==> config.mk <==
export PLATFORM = sky130hd
export DESIGN_NAME = bus_slave_responder_flat
export DESIGN_NICKNAME = d
export VERILOG_FILES = /design/src/rtl/bus_slave_pkg.sv /design/src/rtl/bus_slave_if.sv /design/src/rtl/slv_regfile.sv /design/src/rtl/bus_slave_responder.sv /design/src/flat_wrapper.sv
export SDC_FILE = /design/constraint.sdc
export NUM_CORES = 1
export LEC_CHECK = 0
export BUFFER_PORTS_ARGS = -buffer_cell sky130_fd_sc_hd__buf_2
export CAP_MARGIN = 20
export CELL_PAD_IN_SITES_DETAIL_PLACEMENT = 0
export CELL_PAD_IN_SITES_GLOBAL_PLACEMENT = 1
export CORE_MARGIN = 2
export CORE_UTILIZATION = 40
export DETAILED_ROUTE_END_ITERATION = 10
export PLACE_DENSITY = 0.67
export SETUP_SLACK_MARGIN = 0.05
export SYNTH_ARGS = -nofsm -noshare
export SYNTH_HDL_FRONTEND = slang
export SYNTH_SLANG_ARGS = --single-unit
==> constraint.sdc <==
create_clock -name clk -period 6.45 [get_ports clk]
set_input_delay 0.9675 -clock clk [delete_from_list [all_inputs] [get_ports clk]]
set_output_delay 0.9675 -clock clk [all_outputs]
set_load 0.02 [all_outputs]
==> src/rtl/bus_slave_pkg.sv <==
// Shared types for the request/response bus slave.
// FSM encoding, default widths and the request bundle.
package bus_slave_pkg;

    localparam int ADDR_W_DEF = 8;
    localparam int DATA_W_DEF = 32;

    typedef enum logic [1:0] {
        IDLE,
        WAIT,
        RESP
    } slv_state_t;

    typedef struct packed {
        logic                  write;
        logic [ADDR_W_DEF-1:0] addr;
        logic [DATA_W_DEF-1:0] wdata;
    } req_t;

endpackage

==> src/rtl/bus_slave_if.sv <==
// Request/response bus between master agent and slave.
// Master drives requests and rsp_ready; slave drives the rest.
interface bus_slave_if
    import bus_slave_pkg::*;
#(
    parameter int ADDR_W = ADDR_W_DEF,
    parameter int DATA_W = DATA_W_DEF
) ();

    logic              req_valid;
    logic              req_ready;
    logic              req_write;
    logic [ADDR_W-1:0] req_addr;
    logic [DATA_W-1:0] req_wdata;
    logic              rsp_valid;
    logic              rsp_ready;
    logic [DATA_W-1:0] rsp_rdata;
    logic              rsp_err;

    modport master (
        output req_valid, req_write, req_addr, req_wdata,
        output rsp_ready,
        input  req_ready, rsp_valid, rsp_rdata, rsp_err
    );

    modport slave (
        input  req_valid, req_write, req_addr, req_wdata,
        input  rsp_ready,
        output req_ready, rsp_valid, rsp_rdata, rsp_err
    );

endinterface

==> src/rtl/slv_regfile.sv <==
// NUM_REGS x DATA_W register array for the bus slave.
// One synchronous write port, one combinational read port.
module slv_regfile
    import bus_slave_pkg::*;
#(
    parameter int DATA_W   = DATA_W_DEF,
    parameter int NUM_REGS = 16,
    parameter int IW       = 4
) (
    input  logic              clk,
    input  logic              rst,
    input  logic              we,
    input  logic [IW-1:0]     waddr,
    input  logic [DATA_W-1:0] wdata,
    input  logic [IW-1:0]     raddr,
    output logic [DATA_W-1:0] rdata
);

    logic [DATA_W-1:0] mem [NUM_REGS];

    always_ff @(posedge clk) begin
        if (!rst) begin
            for (int i = 0; i < NUM_REGS; i++) begin
                mem[i] <= '0;
            end
        end else if (we) begin
            mem[waddr] <= wdata;
        end
    end

    assign rdata = mem[raddr];

endmodule

==> src/rtl/bus_slave_responder.sv <==
// Slave endpoint: register file behind a request/response bus
// with programmable wait states and out-of-range error responses.
module bus_slave_responder
    import bus_slave_pkg::*;
#(
    parameter int ADDR_W      = ADDR_W_DEF,
    parameter int DATA_W      = DATA_W_DEF,
    parameter int NUM_REGS    = 16,
    parameter int WAIT_CYCLES = 2
) (
    input  logic       clk,
    input  logic       rst,
    bus_slave_if.slave bus
);

    localparam int IW = (NUM_REGS > 1) ? $clog2(NUM_REGS) : 1;
    localparam logic [ADDR_W:0] LIMIT = (ADDR_W+1)'(NUM_REGS);

    typedef struct packed {
        logic              write;
        logic [ADDR_W-1:0] addr;
        logic [DATA_W-1:0] wdata;
    } cap_t;

    slv_state_t        state, state_n;
    logic [7:0]        cnt, cnt_n;
    cap_t              cap, cap_n, req_in, acc;
    logic              rdy_q, rdy_n;
    logic              vld_q, vld_n;
    logic              err_q, err_n;
    logic [DATA_W-1:0] rdata_q, rdata_n, rf_rdata;
    logic              accept, rsp_hs, in_range, access, we;

    assign req_in = {bus.req_write, bus.req_addr, bus.req_wdata};
    assign accept = (state == IDLE) && bus.req_valid && rdy_q;
    assign rsp_hs = (state == RESP) && vld_q && bus.rsp_ready;

    // Zero wait states: the access uses the live request at accept.
    assign acc      = (state == IDLE) ? req_in : cap;
    assign in_range = {1'b0, acc.addr} < LIMIT;
    assign access   = (accept && (WAIT_CYCLES == 0))
                    || ((state == WAIT) && (cnt == '0));
    assign we       = access && acc.write && in_range;

    slv_regfile #(
        .DATA_W   (DATA_W),
        .NUM_REGS (NUM_REGS),
        .IW       (IW)
    ) u_regfile (
        .clk   (clk),
        .rst   (rst),
        .we    (we),
        .waddr (acc.addr[IW-1:0]),
        .wdata (acc.wdata),
        .raddr (acc.addr[IW-1:0]),
        .rdata (rf_rdata)
    );

    always_comb begin
        state_n = state;
        cnt_n   = cnt;
        cap_n   = cap;
        rdy_n   = rdy_q;
        vld_n   = vld_q;
        rdata_n = rdata_q;
        err_n   = err_q;
        unique case (state)
            IDLE: begin
                rdy_n = 1'b1;
                if (accept) begin
                    cap_n = req_in;
                    rdy_n = 1'b0;
                    if (WAIT_CYCLES == 0) begin
                        state_n = RESP;
                    end else begin
                        state_n = WAIT;
                        cnt_n   = 8'(WAIT_CYCLES - 1);
                    end
                end
            end
            WAIT: begin
                rdy_n = 1'b0;
                if (cnt == '0) state_n = RESP;
                else           cnt_n   = cnt - 8'd1;
            end
            RESP: begin
                vld_n = 1'b1;
                if (rsp_hs) begin
                    state_n = IDLE;
                    vld_n   = 1'b0;
                    rdy_n   = 1'b1;
                    rdata_n = '0;
                    err_n   = 1'b0;
                end
            end
            default: state_n = IDLE;
        endcase
        // Read data is sampled before the same-edge write lands.
        if (access) begin
            err_n   = !in_range;
            rdata_n = (acc.write || !in_range) ? '0 : rf_rdata;
        end
    end

    always_ff @(posedge clk) begin
        if (!rst) begin
            state   <= IDLE;
            cnt     <= '0;
            cap     <= '0;
            rdy_q   <= 1'b0;
            vld_q   <= 1'b0;
            rdata_q <= '0;
            err_q   <= 1'b0;
        end else begin
            state   <= state_n;
            cnt     <= cnt_n;
            cap     <= cap_n;
            rdy_q   <= rdy_n;
            vld_q   <= vld_n;
            rdata_q <= rdata_n;
            err_q   <= err_n;
        end
    end

    assign bus.req_ready = rdy_q;
    assign bus.rsp_valid = vld_q;
    assign bus.rsp_rdata = rdata_q;
    assign bus.rsp_err   = err_q;

endmodule

==> src/flat_wrapper.sv <==
// flat-port wrapper written by rule: the top's interface ports become plain ports
module bus_slave_responder_flat import bus_slave_pkg::*;
#(
    parameter int ADDR_W      = ADDR_W_DEF,
    parameter int DATA_W      = DATA_W_DEF,
    parameter int NUM_REGS    = 16,
    parameter int WAIT_CYCLES = 2
)
  (clk, rst, bus_req_valid, bus_req_write, bus_req_addr, bus_req_wdata, bus_rsp_ready, bus_req_ready, bus_rsp_valid, bus_rsp_rdata, bus_rsp_err);
  bus_slave_if #(.ADDR_W(ADDR_W), .DATA_W(DATA_W)) bus_i ();
  input  logic clk;
  input  logic rst;
  input wire logic [$bits(bus_i.req_valid)-1:0] bus_req_valid;
  input wire logic [$bits(bus_i.req_write)-1:0] bus_req_write;
  input wire logic [$bits(bus_i.req_addr)-1:0] bus_req_addr;
  input wire logic [$bits(bus_i.req_wdata)-1:0] bus_req_wdata;
  input wire logic [$bits(bus_i.rsp_ready)-1:0] bus_rsp_ready;
  output wire logic [$bits(bus_i.req_ready)-1:0] bus_req_ready;
  output wire logic [$bits(bus_i.rsp_valid)-1:0] bus_rsp_valid;
  output wire logic [$bits(bus_i.rsp_rdata)-1:0] bus_rsp_rdata;
  output wire logic [$bits(bus_i.rsp_err)-1:0] bus_rsp_err;
  assign bus_i.req_valid = bus_req_valid;
  assign bus_i.req_write = bus_req_write;
  assign bus_i.req_addr = bus_req_addr;
  assign bus_i.req_wdata = bus_req_wdata;
  assign bus_i.rsp_ready = bus_rsp_ready;
  assign bus_req_ready = bus_i.req_ready;
  assign bus_rsp_valid = bus_i.rsp_valid;
  assign bus_rsp_rdata = bus_i.rsp_rdata;
  assign bus_rsp_err = bus_i.rsp_err;
  bus_slave_responder #(.ADDR_W(ADDR_W), .DATA_W(DATA_W), .NUM_REGS(NUM_REGS), .WAIT_CYCLES(WAIT_CYCLES)) u_core (.clk(clk), .rst(rst), .bus(bus_i));
endmodule
==> impl_metrics.tcl, run 1 <==
set metrics [dict create \
    dr.pass1.iters 5 \
    via_per_inst 5.816 \
    fin_nets 2131 \
    end_kind "flop" \
    routedWlPerCell_um 25.84 \
    synth_ff_type "edfxtp_1" \
    crit_chain "inv_1 -> ha_4 -> mux2_8 -> nor3_1 -> nand2_4 -> o21ai_4 -> buf_4" \
    die_x_um 259.5 \
    cp.required_ns 6.71 \
    ff2ff_setup_slack_ns 1.74 \
    cp_slowest_stage_delay_ns 0.86 \
    total_power_mw 11.84 \
    p_per_area_mw_per_mm2 396.1 \
    layout_common_cells "edfxtp_1 (512), nor2_1 (316), mux2i_1 (242), nor3_1 (228), nand2_1 (141)" \
    gp_congestion 0.8235 \
    cp_data_arrival_time_ns 4.98 \
    grt_pass1_vias 17797 \
    postSynth.asyncResetShare 0 \
    overflow 0 \
    die-area_mm2 0.06734 \
    antenna_left 0 \
    critical_path_depth 7 \
    stdcell_count 2988 \
    netlist_instances 2055 \
    antenna_found_initial 4 \
    grt_util_all_layers 0.2324 \
    cts-resized-gates 0 \
    fin_worst_skew_ns 0.02490 \
    num_antenna_cells 0 \
    die_h_um 259.5 \
    ys_seq_area_frac 0.6548 \
    cts_hold_buf 0 \
    maxCapViolations 0 \
    cts-root-buf "clkbuf_16" \
    grt_pass1_wl_um 116300 \
    routed_wl_um 77210 \
    startpoint_type "flop" \
    core_mm2 0.06446 \
    min_period_ns 4.715 \
    setup_viol 0 \
    crit_family "simple AND/OR/NAND/NOR gates" \
    r2r-start "u_core.state[0]" \
    cts.sinks 598 \
    rr_endpoint "u_core.u_regfile.mem[10][22]" \
    drive_above_1_share 0.1632 \
    syn_nets 2106 \
    p_leak_nw 10.63 \
    remaining_drc_errors 0 \
    holdCritPathClass "flop to flop" \
    cp_max_fo 86 \
    timing.hold.ws_ns 0.4491 \
    synth_area_leaders "edfxtp_1 (59%), mux2i_1 (9.5%), dfxtp_1 (6.6%)" \
    hold_path_depth 2 \
    io_buffers 79 \
    fmax_ghz 0.2121 \
    htreeDepth 3 \
    pin_count 80 \
    period_share 0.7310 \
    place_hpwl_um 45080 \
    cts_tree "yes" \
    synth_area_mm2 0.02611 \
    clk_pin_slew_ns 0.06 \
    endpoint "u_core.u_regfile.mem[10][22]" \
    clock_path_buffers 3 \
    syn_area_per_cell_um2 12.71 \
    hold_viol_final 0 \
    synth.top_cell.area_share 0.5888 \
    r2r_cells 7 \
    post-place-ws_ns 1.693 \
    grt_start_max_net_pins 123 \
    yosys_warnings 0 \
    cts_made_buffers 66 \
    layout.cells.most_common "edfxtp_1" \
    setup_slack_ns 1.735 \
    peakVddDrop_v 0.0002964 \
    drt_iter0_markers 1722 \
    crit_slowest_cell "o21ai_4" \
    start_util 0.4051 \
    post_cts_buffers 0 \
    maxSlewHeadroom 0.2118 \
    ys_types 48 \
    worstSkewPairLatency_ns 0.61 \
    status "completed" \
    startpoint "u_core.state[0]" \
    vias 17379 \
    path_buf_inv 2 \
    critPathKind "flop to flop" \
    fin_tns_setup_ns 0 \
    grt_setup_unrepaired "no" \
    syn2layout_area_growth_pct 14.47 \
    place_inst 2864 \
    worst_slew_pin_slew_ns 1.182 \
    synth_area_leader_cell "edfxtp_1" \
    slew_violations 0 \
    rows 93 \
    synth_edf_count 512 \
    ys_seq_elements 598 \
]
-- cells in the mapped netlist (2+ instances only) --
cell	count
dfxtp_1	86
mux2i_1	249
inv_1	7
and3_1	2
o21ai_0	22
o31ai_1	30
or4_1	2
mux4_2	48
nor2_1	316
mux2_2	3
edfxtp_1	512
clkbuf_1	142
nor3_1	228
a221oi_1	2
nand2_1	150
ha_1	6
nand2b_1	3
nand3_1	13
nand4_1	7
a21oi_1	49
a221o_1	4
or3_1	33
a32oi_1	11
nand3b_1	2
buf_2	22
o22ai_1	47
o21ai_1	2
xor2_1	6
buf_1	30
and2_1	2
buf_4	2
-- registers in the layout (all words and copies together) (netlist names) --
register and cells:
u_core.bus.req_ready 1, u_core.bus.rsp_err 1, u_core.bus.rsp_rdata 32, u_core.bus.rsp_valid 1
u_core.cap 41, u_core.cnt 8, u_core.state 2, u_core.u_regfile.mem 512
-- power breakdown --
group	total (mW)	internal [mW]	switching (mW)
sequential	4.47	4.38	0.0955
clock	3.77	2.21	1.56
combinational	3.60	1.22	2.39
total	11.8	7.80	4.04
-- tightest hold or removal path, stage by stage (launching register included) --
cell,delay (ns)
dfxtp_1,0.32
nand2_1,0.05
o31ai_1,0.05
-- how the worst min path moves through the flow --
stage                                  startpoint                 endpoint  slack [ns]
after floorplan                    u_core.cap[38]           u_core.cap[38]        0.43
after global placement    u_core.bus.rsp_rdata[8]  u_core.bus.rsp_rdata[8]        0.43
after detailed placement  u_core.bus.rsp_rdata[8]  u_core.bus.rsp_rdata[8]        0.44
after CTS                          u_core.cap[28]           u_core.cap[28]        0.45
after global routing               u_core.cap[28]           u_core.cap[28]        0.47
final                     u_core.bus.rsp_rdata[8]  u_core.bus.rsp_rdata[8]        0.45
-- through the flow --
step / area, um2 / utilization
final: 29890 / 0.4637
after global routing: 29890 / 0.4637
after CTS: 29830 / 0.4627
after detailed placement: 27680 / 0.4293
after global placement: 27650 / 0.4289
after floorplan: 26110 / -
-- logic make-up after synthesis --
family	Yosys count	share of synthesized area
simple gates	765	0.1287
flops	598	0.6548
mux	300	0.1381
buf+inv	203	0.03052
compound gates	177	0.04303
xor+xnor	6	0.002013
fa+ha+maj	6	0.002875
-- cell type report --
| class | instances | area, um2 |
|---|---|---|
| inverters | 7 | 26.28 |
| repair buffers | 153 | 1033 |
| well taps | 855 | 1070 |
| flip-flops and latches | 598 | 17100 |
| fillers | 5790 | 34570 |
| multi-input cells | 1254 | 8509 |
| clock buffers | 96 | 1971 |
| clock inverters | 25 | 183.9 |
-- layer usage --
layer	global-route usage	vias up	share of wire
met5	0	-	0
met4	0.08301	0	0.035
met3	0.03583	141	0.061
met2	0.3941	628	0.49
met1	0.3026	8947	0.41
li1	-	7663	-
Power figures use the tool's default switching activity.
==> run 2, diff against run 1 <==
--- a/config.mk
+++ b/config.mk
@@ -5,6 +5,7 @@
 export SDC_FILE = /design/constraint.sdc
 export NUM_CORES = 1
 export LEC_CHECK = 0
+export ABC_AREA = 1
 export BUFFER_PORTS_ARGS = -buffer_cell sky130_fd_sc_hd__buf_2
 export CAP_MARGIN = 20
 export CELL_PAD_IN_SITES_DETAIL_PLACEMENT = 0
@@ -12,7 +13,7 @@
 export CORE_MARGIN = 2
 export CORE_UTILIZATION = 40
 export DETAILED_ROUTE_END_ITERATION = 10
-export PLACE_DENSITY = 0.67
+export PLACE_DENSITY = 0.71
 export SETUP_SLACK_MARGIN = 0.05
 export SYNTH_ARGS = -nofsm -noshare
 export SYNTH_HDL_FRONTEND = slang
==> constraint.sdc (replaced) <==
create_clock -name clk -period 4.7 [get_ports clk]
set_input_delay 0.705 -clock clk [delete_from_list [all_inputs] [get_ports clk]]
set_output_delay 0.705 -clock clk [all_outputs]
set_load 0.02 [all_outputs]
==> run 2 against run 1 <==
Compared with the run above: first-iteration DRC count up 2.7%; largest power group is now combinational cells; critical path type unchanged; via count up 21%; count of clock-buffer cells in the layout down 4; sequential cell count did not move; combinational power up 130%; area after synthesis is 5.6% higher; critical endpoint is now u_core.u_regfile.mem[3][26]; cell area increased by 4.4%; utilization fell by 0.78 points; cell count increased by 39%; global-route usage shrank 0.43 points.
==> impl_metrics.tcl, run 2 <==
set metrics [dict create \
    status "completed" \
    vias 21058 \
    synthMuxAreaShare 0 \
    syn2layout_area_growth_pct 13.17 \
    synth_xor_area_frac 0.0009527 \
    netlist_instances 3210 \
    antenna_left 0 \
    yosys_warnings 0 \
    via_per_inst 5.063 \
    ys_seq_area_frac 0.6199 \
    end_kind "flop" \
    regArea_mm2 0.01710 \
    cts_hold_buf 0 \
    ys_types 31 \
    fmax_ghz 0.2722 \
    multi_input_area_mm2 0.008556 \
    start_util 0.4028 \
    final_cell_area_mm2 0.03121 \
    antenna_found_initial 0 \
    gp_congestion 0.8276 \
    clock_path_buffers 3 \
    io_buffers 79 \
    die_h_um 266.6 \
    yosys.area_share.simple 0.2347 \
    fin_nets 3278 \
    fin_worst_skew_ns 0.02957 \
    comb_power_share 0.424 \
    cp_slowest_stage_delay_ns 0.62 \
    dr.pass1.iters 5 \
    grt_start_max_net_pins 151 \
    maxCapViolations 0 \
    layout.cells.most_common "nand2_1" \
    synth_fa_ha_area_frac 0.002722 \
    synth_compound_area_frac 0.06433 \
    regMostFlops "u_core.u_regfile.mem" \
    largest_reg_flops 512 \
    critPathKind "flop to flop" \
    synth_area_mm2 0.02758 \
    holdCritPathClass "input port to flop" \
    total_power_mw 19.40 \
    drive_above_1_share 0.09463 \
    p_per_area_mw_per_mm2 621.6 \
    yosysMostFrequentCell "nand2_1" \
    place_inst 4038 \
    fin_tns_setup_ns 0 \
    grt_pass1_vias 20088 \
    slew_violations 0 \
    synth_edf_count 512 \
    power_frac_clock 0.258 \
    syn_nets 3261 \
    die-area_mm2 0.07107 \
    grt_busiest_layer "met2" \
    peakVddDrop_v 0.0003942 \
    place_hpwl_um 49520 \
    layout_common_cells "nand2_1 (901), nor2_1 (718), edfxtp_1 (512), inv_1 (346), o21ai_0 (216)" \
    pin_count 80 \
    timing.hold.ws_ns 0.3862 \
    seqPwrFrac 0.317 \
    routed_wl_um 80660 \
    cts-resized-gates 0 \
    startpoint_type "flop" \
    drt_iter0_markers 1768 \
    swShare 0.4371 \
    grt_pass1_wl_um 122200 \
    worst_slew_pin_slew_ns 1.139 \
    setup_slack_ns 1.026 \
    cp.required_ns 4.99 \
    cp_data_arrival_time_ns 3.96 \
    ys_seq_elements 598 \
    remaining_drc_errors 0 \
    min_period_ns 3.674 \
    synth_area_leaders "edfxtp_1 (56%), nand2_1 (13%), nor2_1 (9.8%)" \
    cts.sinks 598 \
    place_area_mm2 0.02908 \
    post-place-ws_ns 1.010 \
    nFillCells 6724 \
    cts-root-buf "clkbuf_16" \
    cp_max_fo 21 \
    die_x_um 266.6 \
    cts_tree "yes" \
    path_buf_inv 4 \
    synth_common_cells "nand2_1 (920), nor2_1 (722), edfxtp_1 (512), inv_1 (346), o21ai_0 (216)" \
    stdcell_count 4159 \
    clk_pin_slew_ns 0.06 \
    crit_family "simple AND/OR/NAND/NOR gates" \
    synth_top_family_by_area "simple AND/OR/NAND/NOR gates" \
    use_met3 0.03081 \
    met2_usage 0.3746 \
    final_util 0.4559 \
    crit_slowest_cell "nand2_2" \
    rows 96 \
    worstSkewPairLatency_ns 0.60 \
    hold_viol_final 0 \
    core_mm2 0.06847 \
    crit_chain "inv_1 -> ha_1 -> inv_2 -> nor2_1 -> nand3b_1 -> nand2_1 -> nand3_1 -> inv_2 -> nand3_2 -> nor3_2 -> nand2_1 -> nand2_2 -> buf_4" \
    met1_usage 0.3204 \
    overflow 0 \
    maxSlewHeadroom 0.2410 \
    switchingPower_mw 8.481 \
    syn_area_per_cell_um2 8.592 \
    period_share 0.7816 \
    grt_util_all_layers 0.2281 \
    synth_ff_type "edfxtp_1" \
    p_leak_nw 13.34 \
    synth_area_leader_cell "edfxtp_1" \
    cts_made_buffers 66 \
    routedWlPerCell_um 19.39 \
    grt_setup_unrepaired "no" \
    postSynth.asyncResetShare 0 \
    internal-power_mw 10.92 \
    synth.top_cell.area_share 0.5575 \
    setup_viol 0 \
    htreeDepth 3 \
    post_cts_buffers 0 \
]
run 2: changes by cell type after synthesis, moves of 34 or more:
cell / change
nand2_1: +770
nor2_1: +406
inv_1: +339
mux2i_1: -249
nor3_1: -225
o21ai_0: +194
mux4_2: -48
o22ai_1: -47
a21oi_1: +42
o21ai_1: +34
run 2: kinds of logic (layout without fill, tap and decap cells):
kind of cell	after synthesis	count (layout)
xor+xnor	3	3
other cells	0	1
simple gates	1695	1695
buf+inv	558	624
fa+ha+maj	6	6
compound gates	350	350
flops	598	598
run 2: layer usage:
metal	vias up	part of all wire	routed length, um
met4	0	0.019	1512
met3	94	0.059	4766
li1	10135	-	-
met2	608	0.47	38240
met1	10221	0.45	36140
met5	-	0	0
run 2: final timing paths:
| check | startpoint | to | slack (ns) | depth (start not counted) |
|---|---|---|---|---|
| setup / recovery | u_core.state[1] | u_core.u_regfile.mem[3][26] | 1.03 | 13 |
| hold / removal | bus_req_addr[2] | u_core.cap[34] | 0.39 | 3 |
| setup reg to reg | u_core.state[1] | u_core.u_regfile.mem[3][26] | 1.03 | 13 |
| hold reg to reg | u_core.cap[27] | u_core.cap[27] | 0.45 | 2 |
run 2: worst min-delay path, cell delays in order:
cell,delay [ns]
buf_2,0.11
nand2_1,0.06
a21oi_1,0.05
run 2: power groups by stage:
stage,clock [mW],combinational [mW],sequential [mW]
global route,5.29,9.09,6.19
global placement,0,8.12,6.26
CTS,5.10,8.17,6.16
floorplan,0,5.09,6.28
detailed placement,0,8.13,6.27
finish,5.01,8.23,6.16
run 2: final cells by class:
cell class,count,area share
sequential,598,0.5478
multi-input combinational,2054,0.2741
clock buffer,92,0.05933
inverter,353,0.04253
tap,882,0.03536
timing repair buffer,154,0.03432
clock inverter,25,0.006494
antenna,1,0.00008018
==> run 3, diff against run 2 <==
==> constraint.sdc (replaced) <==
create_clock -name clk -period 3.8 [get_ports clk]
set_input_delay 0.57 -clock clk [delete_from_list [all_inputs] [get_ports clk]]
set_output_delay 0.57 -clock clk [all_outputs]
set_load 0.02 [all_outputs]
==> run 3 against run 2 <==
Compared with the run above: first-iteration DRC count increased by 1.8%; setup slack got worse by 0.60 ns; die area unchanged; via count increased by 0.85%; clock skew decreased by 0.0064 ns; global-route usage increased by 0.65 points; maximum frequency increased by 8.8%; hold slack got worse by 0.14 ns; combinational power increased by 23%; critical endpoint is now u_core.bus.rsp_rdata[17]; largest power group unchanged.
==> impl_metrics.tcl, run 3 (synthesis results as in run 2) <==
set metrics [dict create \
    status "completed" \
    antenna_found_initial 0 \
    cts-root-buf "clkbuf_16" \
    num_antenna_cells 0 \
    p_leak_nw 13.48 \
    min_period_ns 3.376 \
    r2r_cells 13 \
    critPathKind "flop to flop" \
    cp.required_ns 4.26 \
    period_share 0.8883 \
    fin_worst_skew_ns 0.02315 \
    cts_made_buffers 68 \
    grt_setup_unrepaired "no" \
    hold_path_depth 3 \
    clock_path_buffers 3 \
    post_cts_buffers 0 \
    routed_wl_um 82690 \
    holdCritPathClass "input port to flop" \
    io_buffers 79 \
    drive_above_1_share 0.09193 \
    cts.sinks 598 \
    wl_met2_um 38350 \
    hold_viol_final 0 \
    start_util 0.4028 \
    overflow 0 \
    worstSkewPairLatency_ns 0.61 \
    slew_violations 0 \
    cp_max_fo 225 \
    worst_slew_pin_slew_ns 1.090 \
    hold_path.startpoint "bus_req_addr[2]" \
    regMostFlops "u_core.u_regfile.mem" \
    routedWlPerCell_um 19.79 \
    startpoint_type "flop" \
    cts_hold_buf 0 \
    die_x_um 266.6 \
    r2r-start "u_core.state[1]" \
    grt_util_all_layers 0.2346 \
    largest_reg_flops 512 \
    cp_data_arrival_time_ns 3.84 \
    dr.pass1.iters 5 \
    p_per_area_mw_per_mm2 765.3 \
    peakVddDrop_v 0.001079 \
    fmax_ghz 0.2962 \
    layout_common_cells "nand2_1 (901), nor2_1 (718), edfxtp_1 (512), inv_1 (346), o21ai_0 (216)" \
    cts-resized-gates 0 \
    grt_pass1_vias 20459 \
    grt_start_max_net_pins 226 \
    gp_congestion 0.7882 \
    place_hpwl_um 48280 \
    total_power_mw 24.09 \
    route.met3.wl_um 5502 \
    antenna_left 0 \
    fin_tns_setup_ns 0 \
    clk_pin_slew_ns 0.06 \
    die_h_um 266.6 \
    pin_count 80 \
    drt_iter0_markers 1799 \
    setup_viol 0 \
    die-area_mm2 0.07107 \
    startpoint "u_core.state[1]" \
    top_layer_used "met4" \
    layout.cells.most_common "nand2_1" \
    maxSlewHeadroom 0.2731 \
    htreeDepth 3 \
    remaining_drc_errors 0 \
    core_mm2 0.06847 \
    syn2layout_area_growth_pct 14.14 \
    vias 21238 \
    final_util 0.4598 \
    grt_pass1_wl_um 124100 \
    m1WireLength_um 36020 \
    maxCapViolations 0 \
    cts_tree "yes" \
    via_per_inst 5.083 \
    fin_nets 3294 \
    end_kind "flop" \
    rows 96 \
]
## run 3: layout make-up
type / instances / area, um2
clock inverters: 23 / 183.9
repair buffers: 168 / 1343
flip-flops and latches: 598 / 17100
multi-input cells: 2054 / 8462
inverters: 353 / 1328
well taps: 882 / 1104
fillers: 6674 / 36980
clock buffers: 100 / 1966
## run 3: final timing paths
kind,to,slack [ns]
setup / recovery,u_core.bus.rsp_rdata[17],0.42
hold / removal,u_core.cap[34],0.24
hold reg to reg,u_core.cap[8],0.45
setup reg to reg,u_core.bus.rsp_rdata[17],0.42
## run 3: critical path: stages, from the launching register on
cell and delay (ns):
dfxtp_1 0.39, inv_1 0.09, ha_1 0.30, inv_2 0.24
nand2_1 0.25, nand2_8 0.16, buf_12 0.61, nand2_1 0.09
o21ai_0 0.12, nand2_1 0.09, a21oi_1 0.30, nor2_1 0.11
nand2_1 0.13, a21oi_1 0.08
## run 3: metal layers
metal | GRT usage | up-vias
met5 | 0 | -
met4 | 0.08670 | 0
met3 | 0.04327 | 150
met2 | 0.3801 | 655
met1 | 0.3142 | 10268
li1 | - | 10165
## run 3: power breakdown
part / leakage [nW] / internal, mW / switching, mW
clock network: 1.05 / 3.73 / 2.67
registers: 5.98 / 7.47 / 0.141
logic: 6.44 / 2.54 / 7.54
total: 13.5 / 13.7 / 10.4
## run 3: stage by stage
step / instance area [um2] / std cells / hold WS (ns) / worst slack, ns
6_report: 31480 / 4178 / 0.2421 / 0.4243
5_1_grt: 31480 / 4178 / 0.2254 / 0.2055
4_1_cts: 31480 / 4178 / 0.2131 / 0.4479
3_5_place_dp: 29330 / 4055 / 0.4425 / 0.4684
3_3_place_gp: 29310 / 4053 / 0.4377 / 0.3204
2_1_floorplan: 27580 / 3210 / 0.4292 / 0.7865
